[config.mk]
export PLATFORM = sky130hd
export DESIGN_NAME = wb_arbiter
export DESIGN_NICKNAME = d
export VERILOG_FILES = /design/src/rtl/wb_arbiter.sv
export SDC_FILE = /design/constraint.sdc
export NUM_CORES = 1
export LEC_CHECK = 0
export CELL_PAD_IN_SITES_DETAIL_PLACEMENT = 1
export CELL_PAD_IN_SITES_GLOBAL_PLACEMENT = 1
export CORE_ASPECT_RATIO = 0.75
export CORE_MARGIN = 2
export CORE_UTILIZATION = 44
export CTS_CLUSTER_DIAMETER = 100
export DETAILED_ROUTE_END_ITERATION = 8
export GPL_ROUTABILITY_DRIVEN = 1
export GPL_TIMING_DRIVEN = 0
export PLACE_DENSITY = 0.8
export SLEW_MARGIN = 5
export SYNTH_ARGS = -nofsm -noshare
export SYNTH_HDL_FRONTEND = slang
export SYNTH_SLANG_ARGS = --single-unit
export TNS_END_PERCENT = 1
[constraint.sdc]
create_clock -name clk -period 3.1 [get_ports clk]
set_input_delay 0.62 -clock clk [delete_from_list [all_inputs] [get_ports clk]]
set_output_delay 0.62 -clock clk [all_outputs]
set_load 0.005 [all_outputs]
[src/rtl/wb_arbiter.sv]
// Register-file write-port arbiter: pipeline writeback vs. buffered MUL/DIV results.
// Optional macro WB_ANTI_STARVE_EN forces a FIFO drain after STARVE_LIMIT waiting cycles.
module wb_arbiter #(
    parameter int unsigned DEPTH        = 4,
    parameter int unsigned STARVE_LIMIT = 8
) (
    input  logic                     clk,
    input  logic                     rst,
    input  logic                     pipe_wen,
    input  logic [4:0]               pipe_rd_addr,
    input  logic [31:0]              pipe_rd_data,
    input  logic                     mdu_valid,
    output logic                     mdu_ready,
    input  logic [4:0]               mdu_rd_addr,
    input  logic [31:0]              mdu_rd_data,
    output logic                     rf_wen,
    output logic [4:0]               rf_rd_addr,
    output logic [31:0]              rf_rd_data,
    output logic [31:0]              pending_mask,
    output logic [$clog2(DEPTH):0]   fifo_count,
    output logic                     stall_req
);

    localparam int unsigned PTR_W = $clog2(DEPTH);
    localparam int unsigned CNT_W = $clog2(DEPTH) + 1;

    if (DEPTH < 2 || (DEPTH & (DEPTH - 1)) != 0 || STARVE_LIMIT == 0) begin : g_param_check
        $error("wb_arbiter: DEPTH must be a power of two >= 2 and STARVE_LIMIT > 0");
    end

    logic [4:0]       q_addr [DEPTH];
    logic [31:0]      q_data [DEPTH];
    logic [DEPTH-1:0] q_live;
    logic [PTR_W-1:0] rd_ptr;
    logic [PTR_W-1:0] wr_ptr;

    logic fifo_empty_c;
    logic pipe_req_c;
    logic pop_c;
    logic push_c;

    // Arbitration: pipe first unless a forced drain is pending, then FIFO head.
    always_comb begin
        fifo_empty_c = (fifo_count == '0);
        mdu_ready    = (fifo_count != CNT_W'(DEPTH));
        pipe_req_c   = pipe_wen && (pipe_rd_addr != 5'd0) && !stall_req;
        pop_c        = !pipe_req_c && !fifo_empty_c;
        push_c       = mdu_valid && mdu_ready && (mdu_rd_addr != 5'd0);
    end

    // Payload storage; only the live bits need reset.
    always_ff @(posedge clk) begin
        if (!rst && push_c) begin
            q_addr[wr_ptr] <= mdu_rd_addr;
            q_data[wr_ptr] <= mdu_rd_data;
        end
    end

    always_ff @(posedge clk) begin
        if (rst) begin
            q_live     <= '0;
            rd_ptr     <= '0;
            wr_ptr     <= '0;
            fifo_count <= '0;
            rf_wen     <= 1'b0;
            rf_rd_addr <= 5'd0;
            rf_rd_data <= 32'd0;
        end else begin
            // WAW squash: the pipe write is younger than every queued entry.
            for (int i = 0; i < int'(DEPTH); i++) begin
                if (pipe_req_c && q_live[i] && (q_addr[i] == pipe_rd_addr)) begin
                    q_live[i] <= 1'b0;
                end
            end
            if (pop_c) begin
                q_live[rd_ptr] <= 1'b0;
                rd_ptr         <= rd_ptr + PTR_W'(1);
            end
            // Placed after the squash so a same-cycle push to the same register stays live.
            if (push_c) begin
                q_live[wr_ptr] <= 1'b1;
                wr_ptr         <= wr_ptr + PTR_W'(1);
            end
            case ({push_c, pop_c})
                2'b10:   fifo_count <= fifo_count + CNT_W'(1);
                2'b01:   fifo_count <= fifo_count - CNT_W'(1);
                default: fifo_count <= fifo_count;
            endcase

            if (pipe_req_c) begin
                rf_wen     <= 1'b1;
                rf_rd_addr <= pipe_rd_addr;
                rf_rd_data <= pipe_rd_data;
            end else if (pop_c) begin
                rf_wen <= q_live[rd_ptr];
                if (q_live[rd_ptr]) begin
                    rf_rd_addr <= q_addr[rd_ptr];
                    rf_rd_data <= q_data[rd_ptr];
                end
            end else begin
                rf_wen <= 1'b0;
            end
        end
    end

    always_comb begin
        pending_mask = '0;
        for (int i = 0; i < int'(DEPTH); i++) begin
            if (q_live[i]) begin
                pending_mask[q_addr[i]] = 1'b1;
            end
        end
        pending_mask[0] = 1'b0;
    end

`ifdef WB_ANTI_STARVE_EN
    localparam int unsigned SW = $clog2(STARVE_LIMIT + 1);

    logic [SW-1:0] starve_cnt;
    logic [SW-1:0] starve_cnt_next_c;

    // Counts cycles a non-empty FIFO is passed over; saturates at the limit.
    always_comb begin
        starve_cnt_next_c = starve_cnt;
        if (fifo_empty_c || pop_c) begin
            starve_cnt_next_c = '0;
        end else if (starve_cnt < SW'(STARVE_LIMIT)) begin
            starve_cnt_next_c = starve_cnt + SW'(1);
        end
    end

    always_ff @(posedge clk) begin
        if (rst) begin
            starve_cnt <= '0;
            stall_req  <= 1'b0;
        end else begin
            starve_cnt <= starve_cnt_next_c;
            stall_req  <= (starve_cnt_next_c >= SW'(STARVE_LIMIT));
        end
    end
`else
    assign stall_req = 1'b0;
`endif

endmodule
==> flow_summary_export.csv, run 1 <==
group,metric,value,unit
status,status,"finished, final reports clean",
worst_setup_path,cp-start-kind,"flop",
synth,synthFlopType,"edfxtp_1",
detailed_routing,vias_per_cell,6.14,
die,die_h,127,µm
power_and_ir_drop,finalPower,7.08,mW
timing,max_freq,0.327,GHz
synth,synthCells,636,
synth,synth_warnings,0,
final_layout,final_nets,890,
worst_setup_path,critPathKind,"flop to primary output",
global_route,grt_usage,26.4,%
placed_design,hpwl,19300,µm
timing,drv_slew,0,
global_route,grt_pass1_wl,42100,µm
placed_design,port-buffer-count,145,
hold_path,hp-class,"flop to flop",
detailed_routing,postRouteWirelength,27700,µm
power_and_ir_drop,ir_drop,0.298,mV
final_layout,area_growth,29.0,%
synth,avgSynthCellArea,14.1,µm²
clock_tree,hold_buffers,0,
final_layout,mostFrequentLayoutCells,"edfxtp_1, clkdlybuf4s50_1, nor2_1, dfxtp_1",
global_route,antenna_found_initial,0,
synth,yosys_register_bits,199,
placed_design,place.gp.congestion,0.877,
job,cap_viol_max_count,0,
die,initial_core_util,44.5,%
worst_setup_path,worst-path-max-fanout,8,
synth,syn_area,8940,µm²
clock_tree,clock_latency,450,ps
worst_setup_path,endpoint_kind,"primary output",
clock_tree,cts_tree,"built",
final_layout,fillers,1953,
global_route,grt_pass1_vias,7044,
final_layout,layout_commonest_cell,"edfxtp_1",
die,core-area,20100,µm²
power_and_ir_drop,powerDensity,613,nW/µm²
clock_tree,clkSlewWorstSetupHoldPaths,80,ps
timing,timing.final.crit_share,98.8,%
timing,worstMarginPinSlew,663,ps
die,io-pin-count,153,
synth,yosysSeqAreaShare,61.1,%
timing,rsz0062_at_grt,"true",
clock_tree,clkSinkCount,199,
detailed_routing,first_pass_iters,5,
final_layout,post-route-util,57.4,%
die,die_area,21500,µm²
die,die-width,169,µm
clock_tree,clockRootBuffer,"clkbuf_16",
synth,synth_edf_count,148,
global_route,grt_max_degree,31,
clock_tree,clock_path_buffers,2,
timing,setup_viol,0,
detailed_routing,first_iter_violations,575,
global_route,grt-ovfl-total,0,
worst_setup_path,cp.arrival,2440,ps
synth,ys_async_sr_fraction,0,%
clock_tree,cts-buffers-inserted,17,
worst_setup_path,critical_path_required,2480,ps
final_layout,drive_gt1_share,18.5,%
detailed_routing,drc,0,
clock_tree,cts_max_level,4,
detailed_routing,wl_per_cell,25.8,µm
final_layout,antenna_cells,0,
power_and_ir_drop,p_leak,3.78,nW
timing,hold_violations,0,
timing,fin_skew,18.3,ps
detailed_routing,vias,6585,
synth,ys_types,49,
die,rows,45,
timing,layout_min_cycle_time,3060,ps
detailed_routing,drtAntennaViolNets,0,
timing,max-slew-margin-rel,55.6,%
-- per-stage QoR --
stage          setup WS (ps)  cells  instance area, µm²  TNS, ps  hold WS [ps]
3_3_place_gp            -965   1040               10700  -140740           466
3_5_place_dp            -406   1044               10800    -9580           484
6_report                38.2   1073               11500        0           497
2_1_floorplan            450    637                8950        0           471
5_1_grt                -21.4   1073               11500    -78.6           510
4_1_cts                 5.60   1070               11500        0           494
-- cell type report --
class | instances | area, µm² | share of cell area (%)
Buffer | 38 | 215 | 1.87
Clock buffer | 18 | 439 | 3.81
Clock inverter | 14 | 175 | 1.52
Inverter | 11 | 41.3 | 0.358
Multi-Input combinational cell | 375 | 3260 | 28.3
Sequential cell | 199 | 5470 | 47.4
Tap cell | 258 | 323 | 2.80
Timing Repair Buffer | 160 | 1620 | 14.0
-- report_power, final --
part	total [mW]	switching, mW	leakage, nW	internal (mW)
Combinational	1.60	0.800	1.71	0.799
Sequential	3.23	0.152	1.77	3.08
Clock	2.25	1.13	0.299	1.12
-- cell usage after synthesis, types with 3 or more instances --
cell type  number  area share [%]
a211o_1         3            0.29
a22oi_1         8            0.67
and2_1          5            0.35
ha_1            9             1.3
or3b_2          7            0.69
o211ai_1        4            0.34
o32ai_1        20             2.0
and3b_1         4            0.39
buf_2          17            0.95
nor3b_1         7            0.59
o32ai_2        12             2.2
dfxtp_1        51              11
nand3_1         7            0.39
o221ai_1        9            0.88
buf_4           3            0.25
nor2_1         59             2.5
xor2_1         14             1.4
inv_1          10            0.42
edfxtp_1      148              50
and3_1          4            0.28
nor2b_1         3            0.21
a21oi_1         9            0.50
or3_1           4            0.28
a221o_1        15             1.7
a311oi_1        4            0.39
nor3_1         39             2.2
buf_6           5            0.63
a32o_1          3            0.34
nand2_1        29             1.2
o22ai_1        15             1.0
mux4_2         38             9.6
clkbuf_1       27             1.1
nand3b_1       11            0.92
xnor2_1        10            0.98
nand4_1         5            0.35
o21ai_0         5            0.28
-- critical path, cell delays in order (launching register included) --
cell,delay (ps)
edfxtp_1,520
and3_1,200
clkbuf_1,430
a22oi_1,170
o221ai_1,120
clkdlybuf4s50_1,550
-- repair_timing --
action,4_1_cts,5_1_grt
setup endpoints to repair,18,26
setup buffers,2,9
resized for setup,14,10
-- registers in the layout (all words and copies together), names as in the netlist, named ones only --
register / cells
fifo_count: 3
q_addr: 20
q_data: 128
q_live: 4
rd_ptr: 2
rf_rd_addr: 5
rf_rd_data: 32
rf_wen: 1
wr_ptr: 2
-- metal layers --
metal	wire, µm	track usage, %
met5	0	0
met4	603	8.11
met3	1720	5.48
met2	13300	42.6
met1	12000	36.3
-- cell families (layout without fill, tap and decap cells) --
group	Yosys count	count (layout)	share of synthesized area (%)
flops	199	199	61.1
simple gates	186	186	10.5
compound gates	114	114	11.4
buf+inv	63	241	3.43
mux	39	39	9.68
xor+xnor	24	24	2.35
fa+ha+maj	10	10	1.48
other cells	1	2	0.0419
-- path summary, 6_finish.rpt --
path / slack [ps] / endpoint / cells past startpoint / startpoint
max: 40 / pending_mask[3] / 5 / q_addr[1][1]$_DFFE_PP_
min reg2reg: 500 / rf_rd_addr[0]$_SDFFE_PP0P_ / 2 / rf_rd_addr[0]$_SDFFE_PP0P_
max reg2reg: 580 / fifo_count[2]$_SDFFE_PP0P_ / 9 / fifo_count[2]$_SDFFE_PP0P_
min: 500 / rf_rd_addr[0]$_SDFFE_PP0P_ / 2 / rf_rd_addr[0]$_SDFFE_PP0P_
Power figures use the tool's default switching activity.
==> inputs of run 2 (changes only) <==
--- a/config.mk
+++ b/config.mk
@@ -14,8 +14,9 @@
 export DETAILED_ROUTE_END_ITERATION = 8
 export GPL_ROUTABILITY_DRIVEN = 1
 export GPL_TIMING_DRIVEN = 0
+export HOLD_SLACK_MARGIN = 0.06
 export PLACE_DENSITY = 0.8
-export SLEW_MARGIN = 5
+export SLEW_MARGIN = 25
 export SYNTH_ARGS = -nofsm -noshare
 export SYNTH_HDL_FRONTEND = slang
 export SYNTH_SLANG_ARGS = --single-unit
==> run 2 against run 1 <==
The run now ends with setup timing left; critical path depth unchanged; global-route usage increased by 0.36 points; total power grew 0.30%; sequential share of layout area up 0.50 points; die area unchanged; register-to-register slack better by 40 ps; wire length up 1.3%; maximum frequency down 2.6%; sequential cell count unchanged; via count shrank 0.58%; clock skew about the same; largest cell class unchanged.
==> flow_summary_export.csv, run 2 (same netlist as run 1, synthesis figures left out) <==
group,metric,value,unit
status,status,"finished with violations",
status,violations,"setup timing",
clock_tree,cts-buffers-inserted,17,
final_layout,area_growth,27.6,%
clock_tree,clkSlewWorstSetupHoldPaths,80,ps
detailed_routing,first_pass_iters,5,
worst_setup_path,critical_path_required,2480,ps
die,core-area,20100,µm²
final_layout,layout_commonest_cell,"edfxtp_1",
placed_design,hpwl,18700,µm
timing,worstMarginPinSlew,797,ps
power_and_ir_drop,p_seq_share,45.4,%
die,initial_core_util,44.5,%
worst_setup_path,worst-path-max-fanout,8,
detailed_routing,drtAntennaViolNets,0,
die,die_area,21500,µm²
timing,timing.final.crit_share,101,%
timing,setup_viol,2,
clock_tree,cts_max_level,4,
hold_path,hp-class,"flop to flop",
timing,max-slew-margin-rel,46.7,%
die,rows,45,
detailed_routing,vias_per_cell,6.14,
power_and_ir_drop,combPwrFrac,22.4,%
power_and_ir_drop,netSwitchingPower,2.11,mW
final_layout,top_regs,"q_data x128, rf_rd_data x32, q_addr x20",
die,die-width,169,µm
final_layout,final_nets,884,
final_layout,fin_cells,1067,
timing,fin_setup_tns,-51.9,ps
detailed_routing,wl_per_cell,26.3,µm
timing,layout_min_cycle_time,3140,ps
power_and_ir_drop,p_int,4.99,mW
worst_setup_path,cp.arrival,2520,ps
final_layout,top_register,"q_data",
final_layout,drive_gt1_share,17.3,%
die,die_h,127,µm
power_and_ir_drop,p_leak,3.72,nW
clock_tree,clock_path_buffers,2,
clock_tree,hold_buffers,0,
timing,rsz0062_at_grt,"true",
timing,hold_violations,0,
final_layout,largest_reg_flops,128,
global_route,grt_pass1_vias,7157,
clock_tree,clock_latency,450,ps
power_and_ir_drop,ir_drop,0.353,mV
global_route,grt_max_degree,38,
power_and_ir_drop,switching_share,29.8,%
global_route,antenna_found_initial,0,
timing,max_freq,0.318,GHz
worst_setup_path,critPathKind,"flop to primary output",
timing,drv_slew,0,
placed_design,placed_cells,1040,
timing,worst_slack,-42.5,ps
global_route,grt_usage,26.7,%
clock_tree,clkSinkCount,199,
worst_setup_path,cp-start-kind,"flop",
placed_design,port-buffer-count,145,
power_and_ir_drop,power_frac_clock,32.2,%
final_layout,post-route-util,56.8,%
detailed_routing,drc,0,
clock_tree,cts_tree,"built",
global_route,grt-ovfl-total,0,
placed_design,place.gp.congestion,0.877,
detailed_routing,postRouteWirelength,28000,µm
die,io-pin-count,153,
job,cap_viol_max_count,0,
detailed_routing,first_iter_violations,558,
final_layout,antenna_cells,0,
power_and_ir_drop,powerDensity,622,nW/µm²
clock_tree,clockRootBuffer,"clkbuf_16",
final_layout,mostFrequentLayoutCells,"edfxtp_1, clkdlybuf4s50_1, nor2_1, dfxtp_1",
worst_setup_path,endpoint_kind,"primary output",
timing,fin_skew,18.5,ps
final_layout,fillers,1943,
global_route,grt_pass1_wl,42600,µm
detailed_routing,vias,6547,
run 2: changes by cell type in the layout (fill, tap and decap cells not counted), moves of 4 or more:
cell and change:
and2_4 +4, and2_2 -4, buf_4 -6, buf_12 -4
run 2: layer usage:
metal / routed length [µm] / track usage, %
met5: 0 / 0
met4: 690 / 10.3
met3: 1840 / 6.01
met1: 11600 / 35.2
met2: 14000 / 43.7
run 2: final timing paths:
kind | from | end | slack [ps] | cells past startpoint
setup reg to reg | fifo_count[0]$_SDFFE_PP0P_ | fifo_count[2]$_SDFFE_PP0P_ | 620 | 9
hold reg to reg | rf_rd_addr[3]$_SDFFE_PP0P_ | rf_rd_addr[3]$_SDFFE_PP0P_ | 490 | 2
setup / recovery | q_addr[1][0]$_DFFE_PP_ | pending_mask[5] | -40 | 5
hold / removal | rf_rd_addr[3]$_SDFFE_PP0P_ | rf_rd_addr[3]$_SDFFE_PP0P_ | 490 | 2
run 2: cell type report:
cell class	count	area (µm²)	share of cell area, %
Sequential cell	199	5470	47.9
Clock inverter	14	173	1.51
Timing Repair Buffer	150	1490	13.0
Tap cell	258	323	2.83
Inverter	11	41.3	0.362
Multi-Input combinational cell	375	3250	28.5
Buffer	42	233	2.04
Clock buffer	18	439	3.85
run 2: metrics by stage:
| step | total power [mW] | area (µm²) | hold WS (ps) | setup WS (ps) |
|---|---|---|---|---|
| 6_report | 7.10 | 11400 | 494 | -42.5 |
| 3_5_place_dp | 4.83 | 10700 | 481 | -432 |
| 5_1_grt | 7.35 | 11400 | 514 | -98.4 |
| 2_1_floorplan | 4.17 | 8950 | 471 | 450 |
| 3_3_place_gp | 4.74 | 10700 | 466 | -965 |
| 4_1_cts | 7.13 | 11400 | 493 | -4.15 |
run 2: power by group through the flow:
stage	combinational (mW)	clock, mW	sequential [mW]
floorplan	0.938	0	3.23
global placement	1.50	0	3.24
detailed placement	1.57	0	3.26
CTS	1.60	2.32	3.21
global route	1.69	2.41	3.24
finish	1.59	2.29	3.22
run 2: worst max-delay path, stage by stage (launching register included):
cell	delay, ps
edfxtp_1	490
nand2_1	100
nor2_1	610
a22oi_1	160
o221ai_1	150
clkdlybuf4s50_1	560
run 2: timing repair:
item / 4_1_cts / 5_1_grt
endpoints found under the hold margin: 0 / 0
buffers inserted: 4 / 1
gates resized for setup: 13 / 7
pin swaps: 0 / 0
cloned: 0 / 0
endpoints found under the setup margin: 17 / 26
